## config.mk

```make
export PLATFORM = sky130hd
export DESIGN_NAME = btn_event_arbiter_flat
export DESIGN_NICKNAME = d
export VERILOG_FILES = /design/src/rtl/btn_event_arbiter_if.sv /design/src/rtl/btn_event_arbiter.sv /design/src/flat_wrapper.sv
export SDC_FILE = /design/constraint.sdc
export NUM_CORES = 1
export LEC_CHECK = 0
export ABC_AREA = 1
export CORE_MARGIN = 2
export CORE_UTILIZATION = 45
export DETAILED_ROUTE_END_ITERATION = 7
export GPL_TIMING_DRIVEN = 0
export MAX_ROUTING_LAYER = met4
export PLACE_DENSITY = 0.66
export SLEW_MARGIN = 20
export SYNTH_ARGS = -nofsm -noshare
export SYNTH_HDL_FRONTEND = slang
export SYNTH_HIERARCHICAL = 1
export SYNTH_SLANG_ARGS = --single-unit
```

## constraint.sdc

```tcl
create_clock -name clk -period 4.7 [get_ports clk]
set_input_delay 0.47 -clock clk [delete_from_list [all_inputs] [get_ports clk]]
set_output_delay 0.47 -clock clk [all_outputs]
set_load 0.02 [all_outputs]
```

## src/rtl/btn_event_arbiter_if.sv

```systemverilog
// Event handshake between the button front-end (master) and the display controller (slave).
interface btn_event_arbiter_if #(
    parameter int ID_W = 2
);
    logic            evt_valid;
    logic            evt_ready;
    logic [ID_W-1:0] evt_id;
    logic            evt_drop;

    modport master (output evt_valid, output evt_id, output evt_drop, input evt_ready);
    modport slave  (input evt_valid, input evt_id, input evt_drop, output evt_ready);
endinterface

```

## src/rtl/btn_event_arbiter.sv

```systemverilog
// Push-button front end: per-button sync/debounce/edge lanes, round-robin arbiter, event FIFO.
// Optional auto-repeat on held buttons is built only when AUTO_REPEAT_EN is defined.
module btn_event_lane #(
    parameter int DEBOUNCE_CNT  = 1000000,
    parameter int REPEAT_DELAY  = 50000000,
    parameter int REPEAT_PERIOD = 10000000
) (
    input  logic clk,
    input  logic rst_n,
    input  logic btn_in,
    output logic set_req
);
    localparam int DB_W = $clog2(DEBOUNCE_CNT);

    logic            s0_q, s0_d, s1_q, s1_d;
    logic            stable_q, stable_d, stable_prev_q, stable_prev_d;
    logic [DB_W-1:0] db_cnt_q, db_cnt_d;
    logic            rise, rpt_req;

    always_comb begin
        s0_d          = btn_in;
        s1_d          = s0_q;
        stable_prev_d = stable_q;
        stable_d      = stable_q;
        db_cnt_d      = '0;
        if (s1_q != stable_q) begin
            if (db_cnt_q == DB_W'(DEBOUNCE_CNT - 1)) stable_d = s1_q;
            else                                     db_cnt_d = db_cnt_q + DB_W'(1);
        end
    end

    assign rise    = stable_q & ~stable_prev_q;
    assign set_req = rise | rpt_req;

    always_ff @(posedge clk or negedge rst_n) begin
        if (!rst_n) begin
            s0_q          <= 1'b0;
            s1_q          <= 1'b0;
            stable_q      <= 1'b0;
            stable_prev_q <= 1'b0;
            db_cnt_q      <= '0;
        end else begin
            s0_q          <= s0_d;
            s1_q          <= s1_d;
            stable_q      <= stable_d;
            stable_prev_q <= stable_prev_d;
            db_cnt_q      <= db_cnt_d;
        end
    end

`ifdef AUTO_REPEAT_EN
    localparam int RPT_MAX = (REPEAT_DELAY > REPEAT_PERIOD) ? REPEAT_DELAY : REPEAT_PERIOD;
    localparam int RPT_W   = (RPT_MAX > 1) ? $clog2(RPT_MAX) : 1;

    logic             rpt_act_q, rpt_act_d, rpt_first_q, rpt_first_d;
    logic [RPT_W-1:0] rpt_cnt_q, rpt_cnt_d;

    // First interval is REPEAT_DELAY from the rise, later ones REPEAT_PERIOD.
    always_comb begin
        rpt_req     = rpt_act_q & stable_q &
                      (rpt_cnt_q == (rpt_first_q ? RPT_W'(REPEAT_DELAY - 1)
                                                 : RPT_W'(REPEAT_PERIOD - 1)));
        rpt_act_d   = rpt_act_q;
        rpt_first_d = rpt_first_q;
        rpt_cnt_d   = rpt_cnt_q;
        if (rise) begin
            rpt_act_d   = 1'b1;
            rpt_first_d = 1'b1;
            rpt_cnt_d   = '0;
        end else if (!stable_q) begin
            rpt_act_d = 1'b0;
            rpt_cnt_d = '0;
        end else if (rpt_act_q) begin
            if (rpt_req) begin
                rpt_cnt_d   = '0;
                rpt_first_d = 1'b0;
            end else begin
                rpt_cnt_d = rpt_cnt_q + RPT_W'(1);
            end
        end
    end

    always_ff @(posedge clk or negedge rst_n) begin
        if (!rst_n) begin
            rpt_act_q   <= 1'b0;
            rpt_first_q <= 1'b0;
            rpt_cnt_q   <= '0;
        end else begin
            rpt_act_q   <= rpt_act_d;
            rpt_first_q <= rpt_first_d;
            rpt_cnt_q   <= rpt_cnt_d;
        end
    end
`else
    assign rpt_req = (REPEAT_DELAY < 0) && (REPEAT_PERIOD < 0);
`endif
endmodule

module btn_event_arbiter #(
    parameter int N_BTN         = 4,
    parameter int DEBOUNCE_CNT  = 1000000,
    parameter int FIFO_DEPTH    = 4,
    parameter int REPEAT_DELAY  = 50000000,
    parameter int REPEAT_PERIOD = 10000000
) (
    input  logic                   clk,
    input  logic                   rst_n,
    input  logic [N_BTN-1:0]       btn_in,
    btn_event_arbiter_if.master    evt
);
    localparam int ID_W  = $clog2(N_BTN);
    localparam int PTR_W = $clog2(FIFO_DEPTH);
    localparam int CNT_W = PTR_W + 1;

    logic [N_BTN-1:0]                 set_req, gnt, pend_q, pend_d;
    logic [ID_W-1:0]                  rr_ptr_q, rr_ptr_d, gnt_id, idx;
    logic                             gnt_vld, drop, push, pop;
    logic [FIFO_DEPTH-1:0][ID_W-1:0]  mem_q, mem_d;
    logic [PTR_W-1:0]                 wr_ptr_q, wr_ptr_d, rd_ptr_q, rd_ptr_d;
    logic [CNT_W-1:0]                 count_q, count_d;

    for (genvar i = 0; i < N_BTN; i++) begin : g_lane
        btn_event_lane #(
            .DEBOUNCE_CNT (DEBOUNCE_CNT),
            .REPEAT_DELAY (REPEAT_DELAY),
            .REPEAT_PERIOD(REPEAT_PERIOD)
        ) u_lane (
            .clk    (clk),
            .rst_n  (rst_n),
            .btn_in (btn_in[i]),
            .set_req(set_req[i])
        );
    end

    // Round-robin search from rr_ptr; full FIFO blocks grants even if a pop is under way.
    always_comb begin
        gnt     = '0;
        gnt_vld = 1'b0;
        gnt_id  = '0;
        idx     = '0;
        if (count_q < CNT_W'(FIFO_DEPTH)) begin
            for (int k = 0; k < N_BTN; k++) begin
                idx = ID_W'((int'(rr_ptr_q) + k) % N_BTN);
                if (!gnt_vld && pend_q[idx]) begin
                    gnt_vld = 1'b1;
                    gnt_id  = idx;
                end
            end
        end
        if (gnt_vld) gnt[gnt_id] = 1'b1;
        pend_d   = (pend_q & ~gnt) | set_req;
        drop     = |(set_req & pend_q & ~gnt);
        rr_ptr_d = rr_ptr_q;
        if (gnt_vld) rr_ptr_d = (gnt_id == ID_W'(N_BTN - 1)) ? '0 : gnt_id + ID_W'(1);
    end

    assign push = gnt_vld;
    assign pop  = (count_q != '0) & evt.evt_ready;

    always_comb begin
        mem_d    = mem_q;
        wr_ptr_d = wr_ptr_q;
        rd_ptr_d = rd_ptr_q;
        count_d  = count_q;
        if (push) begin
            mem_d[wr_ptr_q] = gnt_id;
            wr_ptr_d        = wr_ptr_q + PTR_W'(1);
        end
        if (pop) rd_ptr_d = rd_ptr_q + PTR_W'(1);
        case ({push, pop})
            2'b10:   count_d = count_q + CNT_W'(1);
            2'b01:   count_d = count_q - CNT_W'(1);
            default: count_d = count_q;
        endcase
    end

    always_ff @(posedge clk or negedge rst_n) begin
        if (!rst_n) begin
            pend_q   <= '0;
            rr_ptr_q <= '0;
            mem_q    <= '0;
            wr_ptr_q <= '0;
            rd_ptr_q <= '0;
            count_q  <= '0;
        end else begin
            pend_q   <= pend_d;
            rr_ptr_q <= rr_ptr_d;
            mem_q    <= mem_d;
            wr_ptr_q <= wr_ptr_d;
            rd_ptr_q <= rd_ptr_d;
            count_q  <= count_d;
        end
    end

    assign evt.evt_valid = (count_q != '0);
    assign evt.evt_id    = mem_q[rd_ptr_q];
    assign evt.evt_drop  = drop;
endmodule
```

## src/flat_wrapper.sv

```systemverilog
// flat-port wrapper written by rule: the top's interface ports become plain ports
module btn_event_arbiter_flat 
#(
    parameter int N_BTN         = 4,
    parameter int DEBOUNCE_CNT  = 1000000,
    parameter int FIFO_DEPTH    = 4,
    parameter int REPEAT_DELAY  = 50000000,
    parameter int REPEAT_PERIOD = 10000000
)
  (clk, rst_n, btn_in, evt_evt_valid, evt_evt_id, evt_evt_drop, evt_evt_ready);
  btn_event_arbiter_if evt_i ();
  input  logic clk;
  input  logic rst_n;
  input  logic [N_BTN-1:0] btn_in;
  output wire logic [$bits(evt_i.evt_valid)-1:0] evt_evt_valid;
  output wire logic [$bits(evt_i.evt_id)-1:0] evt_evt_id;
  output wire logic [$bits(evt_i.evt_drop)-1:0] evt_evt_drop;
  input wire logic [$bits(evt_i.evt_ready)-1:0] evt_evt_ready;
  assign evt_evt_valid = evt_i.evt_valid;
  assign evt_evt_id = evt_i.evt_id;
  assign evt_evt_drop = evt_i.evt_drop;
  assign evt_i.evt_ready = evt_evt_ready;
  btn_event_arbiter #(.N_BTN(N_BTN), .DEBOUNCE_CNT(DEBOUNCE_CNT), .FIFO_DEPTH(FIFO_DEPTH), .REPEAT_DELAY(REPEAT_DELAY), .REPEAT_PERIOD(REPEAT_PERIOD)) u_core (.clk(clk), .rst_n(rst_n), .btn_in(btn_in), .evt(evt_i));
endmodule
```

==> results by group <==
Hold path
  – Worst hold path type: input port to async pin

Power and ir drop
  – Gate power share: 0.090
  – P_int: 1.93 mW
  – Maximum vdd drop: 0.255 mV
  – Flop pwr share: 0.425
  – Leakage: 3.42 nW
  – Tot Pwr: 2.51 mW
  – Switching portion of total power: 0.234
  – P_sw: 587 uW
  – Power share of the clock group: 0.486
  – Pwr dens: 328 nW/um2

Timing
  – Crit path time final: 3630 ps
  – Measured slew at the worst slew-check pin: 703 ps
  – Final setup viols: 0
  – Setup Skew: 5.49 ps
  – F_max: 276 MHz
  – Endpoints failing hold: 0
  – Setup WS post-layout: 1070 ps
  – Slew Limit Fails: 0
  – Final worst-path cycle share: 0.772
  – Unrepaired setup endpoints after global routing: no
  – Relative slew slack: 0.531

Final layout
  – N_diodes: 0
  – Area added between synthesis and finish: 13.5%
  – Fillers: 1373
  – Layout cell share with drive strength beyond 1: 0.184
  – Net count, final: 879
  – Non-filler cells, final: 1052

Logic synthesis
  – Post-synthesis register bit count: 117
  – Top-area cell type share of the netlist area: 0.434
  – Count leader, synth: nor2_1
  – Post-synth EDFFs: 0
  – Ranking of synthesized cells by area: dfrtp_1 (43%), nor2_1 (8.9%), nand2_1 (7.6%), inv_1 (4.6%), xor2_1 (4.2%)
  – Synth Warn #: 6
  – Async S/R FF share, synth: 1.00
  – Netlist cell types: 34
  – Post-synthesis cell area: 6750 um2
  – Syn Nets: 849
  – Largest area contributor in the netlist: dfrtp_1
  – Post-Syn Area per Cell: 8.15 um2
  – Sequential area share after synthesis: 0.434
  – Top cells by count, synth: nor2_1 (160), nand2_1 (137), dfrtp_1 (117)
  – Post-Syn Instances: 828
  – Top FF cell, synth: dfrtp_1

GRT
  – GRT met2 Usage: 0.279
  – First-pass GRT wire length: 23.4 mm
  – Initial antenna violation count: 0
  – Vias in the first global route: 5042
  – GRT Util Overall: 0.185
  – Gr busiest metal: met2
  – Largest net degree at the start of global routing: 76
  – Met1 Use GR: 0.246
  – M3 GR Usage: 0.0401
  – Grt total ovfl: 0

Worst setup path
  – Worst-path cell chain: inv_1 -> nand2_1 -> nand3_2 -> nand2_2 -> nor2_8 -> nand2_1 -> nand2_1 -> nand2_1 -> nand2_1 -> inv_2 -> nor2_4 -> inv_1 -> ha_1 -> nand3_1 -> nand2_1 -> nand2_1 -> inv_1 -> nand2_1 -> clkdlybuf4s50_1
  – Peak per-stage delay on the critical path: 610 ps
  – Worst setup path class: flip-flop to output port
  – Critical Path Source: u_core/rr_ptr_q[0]
  – Crit. End Element: output port
  – Slowest-stage cell, CP: clkdlybuf4s50_1
  – Buffers & Inverters on Critical Path: 5
  – Critical path fanouts, max: 7
  – CP arrival: 3160 ps
  – WP data required: 4230 ps
  – RR Startpoint: u_core/rr_ptr_q[0]
  – Delay-heaviest family, CP: simple AND/OR/NAND/NOR gates
  – Top cell by count, worst path: nand2_1
  – Crit start category: flip-flop

Clocking
  – Root Buffer: clkbuf_16
  – Maximum root-to-sink buffer count: 2
  – CTS sink cnt: 117
  – H-tree depth: 4
  – Clock Latency Late Sink: 420 ps
  – CTS tree: built
  – Hold-fix buffers at CTS: 0
  – Post-CTS Resized: 0
  – CTS Buf Count: 17
  – Reg clk slew, reported paths: 50 ps
  – Setup Buffers After CTS: 0

Route
  – Avg Vias per Cell: 4.87
  – Post-route ant nets: 0
  – Routed WL: 12.7 mm
  – Initial DRC Count: 259
  – Via count: 5120
  – Wire per inst: 12.1 um
  – Post-route DRC: 0
  – DR pass1 iterations: 5

Placed design
  – Port bufs: 10
  – Pre-CTS WS: 1450 ps
  – GP Congestion: 0.851
  – Post-DP HPWL: 9.24 mm
  – DP Cell Count: 1023

Floorplan
  – Die height: 126 um
  – Core ar.: 14600 um2
  – Full die area: 16000 um2
  – Std-Cell Rows: 44
  – Num ports: 11
  – Initial Utilization: 0.463
  – Die W: 126 um

Status
  – Status: finished clean

Flow run
  – Max Cap Violations: 0
-- layout make-up --
type	instances	area [um2]	share of cell area
inverters	90	345	0.0451
clock inverters	4	45.0	0.00588
flip-flops and latches	117	2930	0.382
multi-input cells	620	3470	0.453
repair buffers	11	121	0.0158
well taps	184	230	0.0300
clock buffers	25	515	0.0673
plain buffers	1	7.51	0.000980
-- cells by family after synthesis --
logic type / count (synthesis) / share of synthesized area
AND/OR/NAND/NOR: 507 / 0.382
flip-flops: 117 / 0.434
buffers and inverters: 91 / 0.0523
AO/OA/AOI/OAI: 54 / 0.0424
XOR/XNOR: 45 / 0.0628
adder cells (fa/ha/maj): 14 / 0.0271
-- flip-flops by register name, summed over array words and instances (netlist names), 3 cells and up --
signal / count
u_core/g_lane.u_lane/s1_q: 4
u_core/count_q: 3
u_core/g_lane.u_lane/db_cnt_q: 80
u_core/g_lane.u_lane/stable_prev_d: 4
u_core/g_lane.u_lane/stable_prev_q: 4
u_core/g_lane.u_lane/s0_q: 4
u_core/pend_q: 4
u_core/mem_q: 8
-- worst register-to-register path: cells and delay by family, from the launching register on --
| family | cells | cell delay (ps) |
|---|---|---|
| XOR/XNOR | 1 | 150 |
| buffers and inverters | 2 | 250 |
| adder cells (fa/ha/maj) | 2 | 530 |
| AO/OA/AOI/OAI | 2 | 260 |
| AND/OR/NAND/NOR | 6 | 730 |
| flip-flops | 1 | 370 |
-- metal layers --
layer  vias up  part of all wire  wire length [um]
met4         0             0.015               188
met2        47              0.46              5860
met1      2377              0.50              6370
li1       2681                 -                 -
met3        15             0.025               315
met5         -                 0                 0
-- power by group through the flow --
stage               combinational (mW)  clock [mW]  sequential (mW)
floorplan                        0.146           0             1.08
global placement                 0.224           0             1.09
detailed placement               0.230           0             1.09
CTS                              0.230        1.26             1.07
global route                     0.266        1.30             1.07
finish                           0.226        1.22             1.07
-- metrics by stage --
stage	hold slack, ps	cell area, um2	util	TNS, ps
after floorplan	174	6750	-	0
after global placement	334	7080	0.485	-180700
after detailed placement	335	7100	0.487	0
after CTS	108	7660	0.525	0
after global routing	147	7660	0.525	0
final	50.3	7660	0.525	0
-- placed cells by master, fill, tap and decap left out, drive strengths merged, types with 2 or more instances in the layout --
cell,n
nor2,211
nand2,185
dfrtp,117
inv,89
nand3,66
xor2,36
o21ai,35
clkbuf,25
nand4,16
a21oi,13
ha,13
nor3,12
clkdlybuf4s50,9
xnor2,9
nor3b,8
a21o,4
or2,4
nand3b,4
clkinv,4
buf,3
o22ai,2
-- final timing paths --
check / to / slack (ps) / cells after the start
min reg2reg: u_core/g_lane[0].u_lane/s1_q / 350 / 0
min in group clk: u_core/g_lane[0].u_lane/s1_q / 350 / 0
max in group asynchronous: u_core/g_lane[0].u_lane/db_cnt_q[10] / 3970 / 2
max: evt_evt_drop / 1070 / 19
min: u_core/g_lane[3].u_lane/db_cnt_q[10] / 50 / 1
max reg2reg: u_core/count_q[2] / 2290 / 13
(Power assumes the default switching activity.)
==> RTL change, RTL diff (same flow settings) <==
`DEBOUNCE_CNT` is set to 1000000 in 3 places; all go to 500000.
--- a/src/rtl/btn_event_arbiter.sv
+++ b/src/rtl/btn_event_arbiter.sv
@@ -1,7 +1,7 @@
 // Push-button front end: per-button sync/debounce/edge lanes, round-robin arbiter, event FIFO.
 // Optional auto-repeat on held buttons is built only when AUTO_REPEAT_EN is defined.
 module btn_event_lane #(
-    parameter int DEBOUNCE_CNT  = 1000000,
+    parameter int DEBOUNCE_CNT  = 500000,
     parameter int REPEAT_DELAY  = 50000000,
     parameter int REPEAT_PERIOD = 10000000
 ) (
@@ -98,7 +98,7 @@
 
 module btn_event_arbiter #(
     parameter int N_BTN         = 4,
-    parameter int DEBOUNCE_CNT  = 1000000,
+    parameter int DEBOUNCE_CNT  = 500000,
     parameter int FIFO_DEPTH    = 4,
     parameter int REPEAT_DELAY  = 50000000,
     parameter int REPEAT_PERIOD = 10000000
--- a/src/flat_wrapper.sv
+++ b/src/flat_wrapper.sv
@@ -2,7 +2,7 @@
 module btn_event_arbiter_flat 
 #(
     parameter int N_BTN         = 4,
-    parameter int DEBOUNCE_CNT  = 1000000,
+    parameter int DEBOUNCE_CNT  = 500000,
     parameter int FIFO_DEPTH    = 4,
     parameter int REPEAT_DELAY  = 50000000,
     parameter int REPEAT_PERIOD = 10000000
Function: same outputs for any inputs over 10 cycles, from zero or initial values and one cycle with rst_n low; that may be too few to reach the edited logic, so the function may still have changed.
==> RTL change against the unedited design <==
  * Final area shrank 4.0%
  * First-iteration DRC count grew 5.4%
  * Highest routed layer unchanged
  * Sequential cell count shrank 4
  * Routed wire length shrank 12%
  * Hold slack gained 290 ps
  * Synthesized area shrank 6.5%
  * Critical endpoint unchanged
  * Total power grew 7.9%
  * Worst setup slack gained 1.4 ps
==> RTL change: results (changes against the unedited design) <==
* Post-Synth XOR/XNOR Area at 6.17% (-0.12 points)
* Worst-Margin Slew at 405 ps (-298 ps)
* Total GRT Usage at 17.5% (-0.95 points)
* Worst-path clk slew at 50 ps (about the same)
* Setup WS pre-CTS at 1480 ps (+33.2 ps)
* PostCTS Resize Cnt at 0 (unchanged)
* DR vias at 4729 (-7.6%)
* DRT Pass-1 Iters at 4 (-1)
* Cell Count Post-Placement at 967 (-5.5%)
* Post-CTS Hold Buffers at 1 (+1)
* Worst Skew at 8.17 ps (+2.69 ps)
* Layout cells sized above 1 at 15.1% (-3.3 points)
* Port-buffer cells at 10 (unchanged)
* Worst vdd ir at 259 uV (+1.4%)
* Post-synthesis sequential area ratio at 44.8% (+1.4 points)
* Status: completed
* Largest regs: u_core/g_lane.u_lane/db_cnt_q (76), u_core/mem_q (8)
* Maximum clock path buffer count at 2 (unchanged)
* Vias in the first global route at 4517 (-10%)
* Critical Path Max Stage Delay at 610 ps (about the same)
* CP max FO at 7 (unchanged)
* Largest net degree at the start of global routing at 81 (+6.6%)
* Syn Area/Cell at 8.13 um^2 (-0.26%)
* Synth Area in Compound Gates at 5.33% (+1.1 points)
* Post-Synth Adder-Cell Area at 2.90% (+0.19 points)
* GP Congestion at 0.863 (+1.4%)
* # Post-CTS Setup Buffers at 0 (unchanged)
* Ys Warns at 6 (unchanged)
* Post-synthesis cell type count at 34 (unchanged)
* Int Pwr at 2.12 mW (+9.9%)
* Hpwl dp at 8070 um (-13%)
* Initial DRC Count at 273 (+5.4%)
* Min-Delay Path Class: register to register
* Post-Route WL at 11200 um (-12%)
* Root buf cell: clkbuf_16
* Layout Nets at 828 (-5.8%)
* Top post-synthesis cells by area: dfrtp_1 45%, nand2_1 8.6%, nor2_1 8.3%, inv_1 5.6%, nand3_1 4.7%
* Leakage at 3.39 nW (-0.67%)
* Ys async rst share at 100% (unchanged)
* Synth cell count leaders: 145 x nand2_1, 140 x nor2_1, 113 x dfrtp_1
* Syn Nets at 797 (-6.1%)
* Via density at 4.73 (-2.7%)
* First-pass GRT wire length at 20200 um (-14%)
RTL change: cell type report:
class / count / area [um^2]
inverters: 106 / 405
plain buffers: 1 / 7.51
flip-flops and latches: 113 / 2830
clock inverters: 8 / 173
multi-input cells: 556 / 3070
repair buffers: 12 / 139
well taps: 180 / 225
fillers: 1312 / 6420
clock buffers: 23 / 508
RTL change: worst paths after layout:
path	startpoint	slack, ps	depth (start not counted)	endpoint
max	u_core/rr_ptr_q[0]	1070	19	evt_evt_drop
max reg2reg	u_core/rr_ptr_q[0]	2290	13	u_core/count_q[2]
min in group asynchronous	rst_n	510	2	u_core/g_lane[0].u_lane/db_cnt_q[1]
max in group asynchronous	rst_n	3500	3	u_core/g_lane[1].u_lane/s0_q
min reg2reg	u_core/g_lane[1].u_lane/s0_q	340	0	u_core/g_lane[1].u_lane/s1_q
min	u_core/g_lane[1].u_lane/s0_q	340	0	u_core/g_lane[1].u_lane/s1_q
RTL change: layer usage:
| metal | track usage, % | up-vias | wire length [um] |
|---|---|---|---|
| li1 | - | 2481 | - |
| met1 | 22.3 | 2184 | 5480 |
| met2 | 26.6 | 46 | 5160 |
| met3 | 4.32 | 18 | 319 |
| met4 | 7.69 | 0 | 213 |
| met5 | - | - | 0 |
RTL change: metrics by stage:
stage	power [mW]	cell area [um^2]
6_report	2.71	7350
5_1_grt	2.83	7350
4_1_cts	2.76	7350
3_5_place_dp	1.28	6660
3_3_place_gp	1.27	6640
2_1_floorplan	1.19	6310
RTL change: power by group through the flow:
stage	Combinational, mW	Sequential, mW	Clock (mW)
final	0.223	1.03	1.46
after global routing	0.255	1.04	1.53
after CTS	0.230	1.03	1.49
after detailed placement	0.230	1.05	0
after global placement	0.222	1.05	0
after floorplan	0.146	1.05	0
